**src/rtl/i2c_pkg.sv**
```systemverilog
// Shared types and constants for the I2C transaction sequencer.
// The ABORT state only exists when I2C_SEQ_TIMEOUT_EN is defined.
package i2c_pkg;

    localparam int I2C_ADDR_W = 7;
    localparam int I2C_DATA_W = 8;

    // System clock cycles per SCL period inside the byte engine.
    localparam int I2C_CLK_RATIO = 250;

`ifdef I2C_SEQ_TIMEOUT_EN
    typedef enum logic [2:0] {
        S_IDLE,
        S_FETCH,
        S_ISSUE,
        S_WAIT,
        S_CAPTURE,
        S_NEXT,
        S_ABORT
    } seq_state_t;
`else
    typedef enum logic [2:0] {
        S_IDLE,
        S_FETCH,
        S_ISSUE,
        S_WAIT,
        S_CAPTURE,
        S_NEXT
    } seq_state_t;
`endif

endpackage

```
**src/rtl/i2c_txn_sequencer.sv**
```systemverilog
// I2C transaction sequencer: turns whole transactions (addr, rw, len) into
// byte-by-byte requests for the I2C master byte engine.
// Optional feature: define I2C_SEQ_TIMEOUT_EN for a per-byte timeout that
// aborts the transaction with done+err.
//
// Handshakes: cmd, wr and rd channels all transfer on a cycle where the
// corresponding valid and ready are both 1 at the rising clock edge; a
// producer holds valid and data stable until that edge.
module i2c_txn_sequencer
    import i2c_pkg::*;
#(
    parameter int LEN_W       = 4,
    parameter int TIMEOUT_CYC = 4096
) (
    input  logic                  clk,
    input  logic                  rst,
    input  logic                  cmd_valid,
    output logic                  cmd_ready,
    input  logic [I2C_ADDR_W-1:0] cmd_addr,
    input  logic                  cmd_rw,
    input  logic [LEN_W-1:0]      cmd_len,
    input  logic [I2C_DATA_W-1:0] wr_data,
    input  logic                  wr_valid,
    output logic                  wr_ready,
    output logic [I2C_DATA_W-1:0] rd_data,
    output logic                  rd_valid,
    input  logic                  rd_ready,
    output logic                  done,
    output logic                  err,
    output logic [I2C_ADDR_W-1:0] m_addr,
    output logic                  m_rw,
    output logic [I2C_DATA_W-1:0] m_tx_data,
    output logic                  m_i2c_en,
    input  logic                  m_ready,
    input  logic [I2C_DATA_W-1:0] m_rx_data
);

    seq_state_t       state;
    logic [LEN_W-1:0] remain;
    logic             m_ready_q;
    logic             ready_seen;
    logic             m_ready_rise;

    assign m_ready_rise = m_ready & ~m_ready_q;
    assign cmd_ready    = (state == S_IDLE);
    // A write byte is consumed in the same cycle FETCH sees it.
    assign wr_ready     = (state == S_FETCH) && !m_rw && wr_valid;

`ifdef I2C_SEQ_TIMEOUT_EN
    localparam int TO_W = $clog2(TIMEOUT_CYC + 1);
    logic [TO_W-1:0] to_cnt;
    logic            to_hit;
    assign to_hit = (to_cnt == TO_W'(TIMEOUT_CYC - 1));
`else
    logic unused_timeout;
    assign unused_timeout = (TIMEOUT_CYC != 0);
    assign err = 1'b0;
`endif

    // Registered copy of engine ready for rising-edge detection.
    always_ff @(posedge clk or negedge rst) begin
        if (!rst) m_ready_q <= 1'b0;
        else      m_ready_q <= m_ready;
    end

    // Transaction FSM with all engine- and client-facing outputs registered.
    always_ff @(posedge clk or negedge rst) begin
        if (!rst) begin
            state      <= S_IDLE;
            remain     <= '0;
            ready_seen <= 1'b0;
            m_addr     <= '0;
            m_rw       <= 1'b0;
            m_tx_data  <= '0;
            m_i2c_en   <= 1'b0;
            rd_data    <= '0;
            rd_valid   <= 1'b0;
            done       <= 1'b0;
`ifdef I2C_SEQ_TIMEOUT_EN
            err        <= 1'b0;
            to_cnt     <= '0;
`endif
        end else begin
            done <= 1'b0;
`ifdef I2C_SEQ_TIMEOUT_EN
            err  <= 1'b0;
`endif
            case (state)
                S_IDLE: begin
                    if (cmd_valid) begin
                        m_addr     <= cmd_addr;
                        m_rw       <= cmd_rw;
                        remain     <= cmd_len;
                        ready_seen <= 1'b0;
                        // Zero-length transaction completes without touching the bus.
                        if (cmd_len == '0) done  <= 1'b1;
                        else               state <= S_FETCH;
                    end
                end
                S_FETCH: begin
`ifdef I2C_SEQ_TIMEOUT_EN
                    to_cnt <= '0;
`endif
                    if (m_rw) begin
                        state <= S_ISSUE;
                    end else if (wr_valid) begin
                        m_tx_data <= wr_data;
                        state     <= S_ISSUE;
                    end
                end
                S_ISSUE: begin
                    m_i2c_en <= 1'b1;
                    // The engine has taken the byte once ready was seen high and then low.
                    if (m_ready) begin
                        ready_seen <= 1'b1;
                    end else if (ready_seen) begin
                        ready_seen <= 1'b0;
                        // Keep enable high only to chain another write byte without STOP.
                        m_i2c_en   <= !m_rw && (remain > LEN_W'(1));
                        state      <= S_WAIT;
                    end
                end
                S_WAIT: begin
                    if (m_ready_rise) begin
                        ready_seen <= 1'b1;
                        if (m_rw) begin
                            rd_data  <= m_rx_data;
                            rd_valid <= 1'b1;
                            state    <= S_CAPTURE;
                        end else begin
                            state <= S_NEXT;
                        end
                    end
                end
                S_CAPTURE: begin
                    // Bus stays idle until the consumer takes the byte.
                    if (rd_ready) begin
                        rd_valid <= 1'b0;
                        state    <= S_NEXT;
                    end
                end
                S_NEXT: begin
                    if (remain != '0) remain <= remain - LEN_W'(1);
                    if (remain <= LEN_W'(1)) begin
                        done     <= 1'b1;
                        m_i2c_en <= 1'b0;
                        state    <= S_IDLE;
                    end else begin
                        state <= S_FETCH;
                    end
                end
`ifdef I2C_SEQ_TIMEOUT_EN
                S_ABORT: begin
                    m_i2c_en <= 1'b0;
                    remain   <= '0;
                    state    <= S_IDLE;
                end
`endif
                default: state <= S_IDLE;
            endcase

`ifdef I2C_SEQ_TIMEOUT_EN
            // Per-byte watchdog; a byte completing on the deadline cycle still wins.
            if (state == S_ISSUE || state == S_WAIT) begin
                if (to_hit && !(state == S_WAIT && m_ready_rise)) begin
                    m_i2c_en   <= 1'b0;
                    ready_seen <= 1'b0;
                    done       <= 1'b1;
                    err        <= 1'b1;
                    state      <= S_ABORT;
                end else begin
                    to_cnt <= to_cnt + TO_W'(1);
                end
            end
`endif
        end
    end

endmodule

```
**config.mk**
```make
export PLATFORM = sky130hd
export DESIGN_NAME = i2c_txn_sequencer
export DESIGN_NICKNAME = d
export VERILOG_FILES = /design/src/rtl/i2c_pkg.sv /design/src/rtl/i2c_txn_sequencer.sv
export SDC_FILE = /design/constraint.sdc
export NUM_CORES = 1
export LEC_CHECK = 0
export BUFFER_PORTS_ARGS = -buffer_cell sky130_fd_sc_hd__buf_4
export CAP_MARGIN = 20
export CORE_ASPECT_RATIO = 0.9
export CORE_MARGIN = 10
export CORE_UTILIZATION = 50
export DETAILED_ROUTE_END_ITERATION = 8
export PLACE_DENSITY = 0.81
export SYNTH_ARGS = -nofsm -noshare
export SYNTH_HDL_FRONTEND = slang
export SYNTH_SLANG_ARGS = --single-unit
```
**constraint.sdc**
```tcl
create_clock -name clk -period 4.39 [get_ports clk]
set_input_delay 0.2195 -clock clk [delete_from_list [all_inputs] [get_ports clk]]
set_output_delay 0.2195 -clock clk [all_outputs]
set_load 0.05 [all_outputs]
```
=== Word-level counts from Yosys, hierarchy flattened ===
Index checks and enable logic that the tools add are counted.

* Bits in registers: 36
* Bits in latches: 0
* Memory bits (writable): 0
* ROM bits: 0
* Input bits: 34
* Output and inout bits: 30
* Word-level logic and storage cells: 81
* Memories: 0

* $add $sub $neg: 1
* Multipliers: 0
* Divide/modulo/power cells: 0
* Magnitude comparators: 2
* Equality and inequality tests: 15
* Shifts and indexed selects: 0
* Multiplexer cells: 30
* Bitwise gates (word level): 3
* Reductions and logical operators: 19

{| class="wikitable"
|+ Operators with widths
! operator !! number
|-
| $mux W3 || 8
|-
| $ne A2 B2 Y1 const B || 9
|-
| $pmux W3 S6 || 1
|-
| $mux W1 || 14
|-
| $reduce_and A3 Y1 || 4
|-
| $mux W4 || 2
|-
| $pmux W4 S2 || 1
|-
| $reduce_and A7 Y1 || 1
|-
| $eq A3 B2 Y1 const B || 2
|-
| $eq A3 B3 Y1 const B || 2
|-
| $pmux W1 S2 || 3
|-
| $reduce_bool A2 Y1 || 3
|-
| $gt A4 B1 Y1 const B || 1
|-
| $le A4 B1 Y1 const B || 1
|-
| $logic_not A4 Y1 || 1
|-
| $reduce_and A2 Y1 || 2
|-
| $reduce_and A4 Y1 || 1
|-
| $reduce_bool A4 Y1 || 1
|-
| $sub A4 B1 Y4 const B || 1
|-
| $eq A3 B1 Y1 const B || 1
|-
| $logic_and A1 B1 Y1 || 3
|-
| $logic_not A3 Y1 || 1
|-
| $ne A3 B3 Y1 const B || 1
|-
| $pmux W1 S3 || 1
|-
| 4 further kinds || 5
|}

=== Depth between registers and ports, before layout ===
* Depth in word-level cells: 5
* Depth in mapped cells: 5
* Mapped depth without buffers: 5

=== Worst setup path after synthesis ===
OpenSTA, ideal clock, no wires.

* Kind: reg-to-output
* Start: register state[2]
* End: output cmd_ready
* Data arrival time: 1.655 ns
* Data required time: 4.171 ns
* Setup slack: 2.515 ns
* Cell stages (with the launch flop): 3
* Path buffers: 1
* Path through: dfrtp_1 -> buf_2 -> nor3_1

* Word-level cells in the longest chain between the ends: 1

{| class="wikitable"
|+ Ends and longest elaborated chain
! what !! line !! RTL
|-
| start, declared || i2c_txn_sequencer.sv:38 || <nowiki>seq_state_t state;</nowiki>
|-
| start signal, assigned || i2c_txn_sequencer.sv:69 || <nowiki>state <= S_IDLE;</nowiki>
|-
| start signal, assigned || i2c_txn_sequencer.sv:97 || <nowiki>else state <= S_FETCH;</nowiki>
|-
| start signal, assigned || i2c_txn_sequencer.sv:105 || <nowiki>state <= S_ISSUE;</nowiki>
|-
| $logic_not A3 Y1 || i2c_txn_sequencer.sv:45 || <nowiki>assign cmd_ready = (state == S_IDLE);</nowiki>
|-
| end, declared || i2c_txn_sequencer.sv:18 || <nowiki>output logic cmd_ready,</nowiki>
|}

No other way between the ends.

=== Worst setup path after layout ===
* Start: register state[0]
* End: output wr_ready

* Word-level cells in the longest chain between the ends: 3

{| class="wikitable"
|+ Ends and longest elaborated chain
! what !! line !! RTL
|-
| $eq A3 B1 Y1 || i2c_txn_sequencer.sv:47 || <nowiki>assign wr_ready = (state == S_FETCH) && !m_rw && wr_valid;</nowiki>
|-
| $logic_and A1 B1 Y1 (2 in a row) || i2c_txn_sequencer.sv:47 ||
|-
| end, declared || i2c_txn_sequencer.sv:24 || <nowiki>output logic wr_ready,</nowiki>
|}

No other way between the ends.

==> flow_metrics.tcl <==
set metrics [dict create \
    status "finished, final reports clean" \
    grt_pass1_wl_um 6680 \
    worst_pin_slew_ps 872 \
    area_delta_synth_final_pct 36.7 \
    reg2reg_slack_ps 2440 \
    slew-limit-headroom_pct 41.7 \
    netSwitchingPower_mw 0.953 \
    cts-root-buf "clkbuf_8" \
    antenna_found_initial 0 \
    cp-endpoint "wr_ready" \
    max-vdd-ir-drop_uv 679 \
    final-hold-violation-count 0 \
    r2r_cells 3 \
    ys_seq_area_share_pct 54.3 \
    place_area_mm2 0.00215 \
    finalPower_mw 1.97 \
    worst_setup_path_end_kind "output port" \
    hold_ws_ps 83.7 \
    synthCells 149 \
    hp-start "m_ready" \
    synth_edf_count 0 \
    fin_cells 255 \
    required_ps 4170 \
    insertion_delay_ps 290 \
    setup_slack_ps 2300 \
    timing.rr.start "state[2]" \
    cp_slowest_stage_delay_ps 610 \
    io_pins 64 \
    dp_slack_ps 2440 \
    gp_congestion 0.804 \
    tritoncts "built" \
    seqCellArea_um2 901 \
    cpMaxStageDelayCell "dfrtp_1" \
    clock_sinks 36 \
    postCtsSetupBuffers 0 \
    drt_iter0_markers 58 \
    vias 1392 \
    drv_slew 0 \
    viasPerCell 5.46 \
    pwr-share-seq_pct 31.8 \
    synth.net_count 185 \
    p_int_mw 1.02 \
    dp_cells 246 \
    coreArea_mm2 0.00311 \
    place.port_buffers 62 \
    maxCapViolations 0 \
    cts_max_level 2 \
    grt_max_degree 37 \
    r2r_end "remain[0]" \
    ys_ff_latch 36 \
    numCtsBuffers 5 \
    overflow 0 \
    drcViolationCount 0 \
    post-route-period-util_pct 47.7 \
    wl_um 4260 \
    ys.warnings.count 0 \
    fin_nets 248 \
    cp_cell_sequence "nor2b_1 -> and4_1 -> buf_4" \
    synth_cell_types 41 \
    min_period_ps 2090 \
    startpoint "state[0]" \
    power_density_mw_per_mm2 870 \
    rsz0062_at_grt "false" \
    hp-class "in2reg" \
    cp_max_fo 15 \
    skew_ps 5.45 \
    die-area_mm2 0.00603 \
    first_global_vias 1460 \
    synth_area_per_cell_um2 11.1 \
    clockPowerShare_pct 14.4 \
    cts-resized-gates 0 \
    max_freq_mhz 478 \
    final.fill_count 230 \
    rows 19 \
    p_sw_share_pct 48.3 \
    critPathLaunchType "flip-flop" \
    setup_tns_ps 0 \
    setup_viol 0 \
    path_class "reg2out" \
    synthArstFlopShare_pct 100 \
    clk_path_buf_depth 2 \
    die_h_um 74.7 \
    num_antenna_cells 0 \
    track_usage_pct 14.0 \
    wl_per_cell_um 16.7 \
    drtAntennaViolNets 0 \
    dr.pass1.iters 4 \
    netlist_area_mm2 0.00166 \
    drive_gt1_share_pct 42.7 \
    cp.arrival_ps 1870 \
    final_common_cell "buf_4" \
    die_w_um 80.7 \
    clk_pin_slew_ps 70 \
    start_util_pct 53.3 \
    multi_input_area_um2 703 \
    final_cell_mix "buf_4, dfrtp_1, nand2_1" \
    fin_area_mm2 0.00227 \
    dpl.hpwl_um 3290 \
    synth-main-ff-cell "dfrtp_1" \
    post-route-util_pct 72.9 \
    combPwrFrac_pct 53.8 \
    p_leak_nw 1.13 \
]
-- routing by layer --
metal / part of all wire [%] / GRT usage, % / routed length, um / vias to the layer above
met5: 0 / 0 / 0 / -
met4: 2.1 / 7.10 / 90 / 0
met3: 9.9 / 6.67 / 423 / 9
met2: 51 / 23.8 / 2190 / 62
met1: 37 / 14.4 / 1560 / 674
li1: - / - / - / 647
-- Yosys cell counts (2+ instances only) --
master | count | area (um^2)
nor2b_1 | 4 | 25.0
a21oi_1 | 4 | 20.0
nor2_1 | 3 | 11.3
dfrtp_1 | 36 | 901
nor3_1 | 3 | 15.0
o211ai_1 | 3 | 22.5
inv_1 | 7 | 26.3
nand2_1 | 25 | 93.8
mux2i_1 | 3 | 30.0
buf_2 | 5 | 25.0
nand3_1 | 2 | 10.0
o21ai_0 | 4 | 20.0
ha_1 | 2 | 25.0
or3b_2 | 2 | 17.5
and3b_1 | 2 | 17.5
or3_1 | 2 | 12.5
mux2_2 | 16 | 180
nand2b_1 | 3 | 18.8
-- power groups by stage --
stage / sequential (mW) / clock (mW) / combinational, mW
floorplan: 1.00 / 0 / 0.359
global placement: 0.611 / 0 / 1.05
detailed placement: 0.630 / 0 / 1.07
CTS: 0.625 / 0.290 / 1.07
global route: 0.649 / 0.302 / 1.13
finish: 0.627 / 0.284 / 1.06
-- layout make-up --
| type | count | share of cell area [%] |
|---|---|---|
| flip-flops and latches | 36 | 39.7 |
| multi-input cells | 99 | 31.0 |
| well taps | 42 | 2.32 |
| clock inverters | 3 | 1.87 |
| clock buffers | 5 | 3.03 |
| inverters | 7 | 1.16 |
| repair buffers | 63 | 20.9 |
-- critical path: cells and delay by family, from the launching register on --
| family | cells | cell delay (ps) |
|---|---|---|
| flops | 1 | 610 |
| buf+inv | 1 | 270 |
| simple gates | 2 | 710 |
-- state kept, by name, indices dropped and copies added (netlist names) --
signal,count
done,1
m_addr,7
m_i2c_en,1
m_ready_q,1
m_rw,1
m_tx_data,8
rd_data,8
rd_valid,1
ready_seen,1
remain,4
state,3
-- how the worst min path moves through the flow --
stage	endpoint	slack (ps)	cells after the start
after floorplan	done	-80	0
after global placement	remain[2]	190	1
after detailed placement	remain[2]	200	1
after CTS	m_ready_q	80	1
after global routing	m_ready_q	90	1
final	m_ready_q	80	1
-- kinds of logic (layout without fill, tap and decap cells) --
family	after synthesis	after routing	share of synthesized area, %
AND/OR/NAND/NOR	53	53	17.0
flip-flops	36	36	54.3
AO/OA/AOI/OAI	23	23	10.1
multiplexers	19	19	12.7
buffers and inverters	14	78	3.77
adder cells (fa/ha/maj)	2	2	1.51
other	1	1	0.226
XOR/XNOR	1	1	0.528
-- what timing repair did --
action / CTS / global route
hold endpoints to repair: 36 / 0
endpoints found under the setup margin: 0 / 0
hold buffers: 1 / 0
Power figures use the tool's default switching activity.
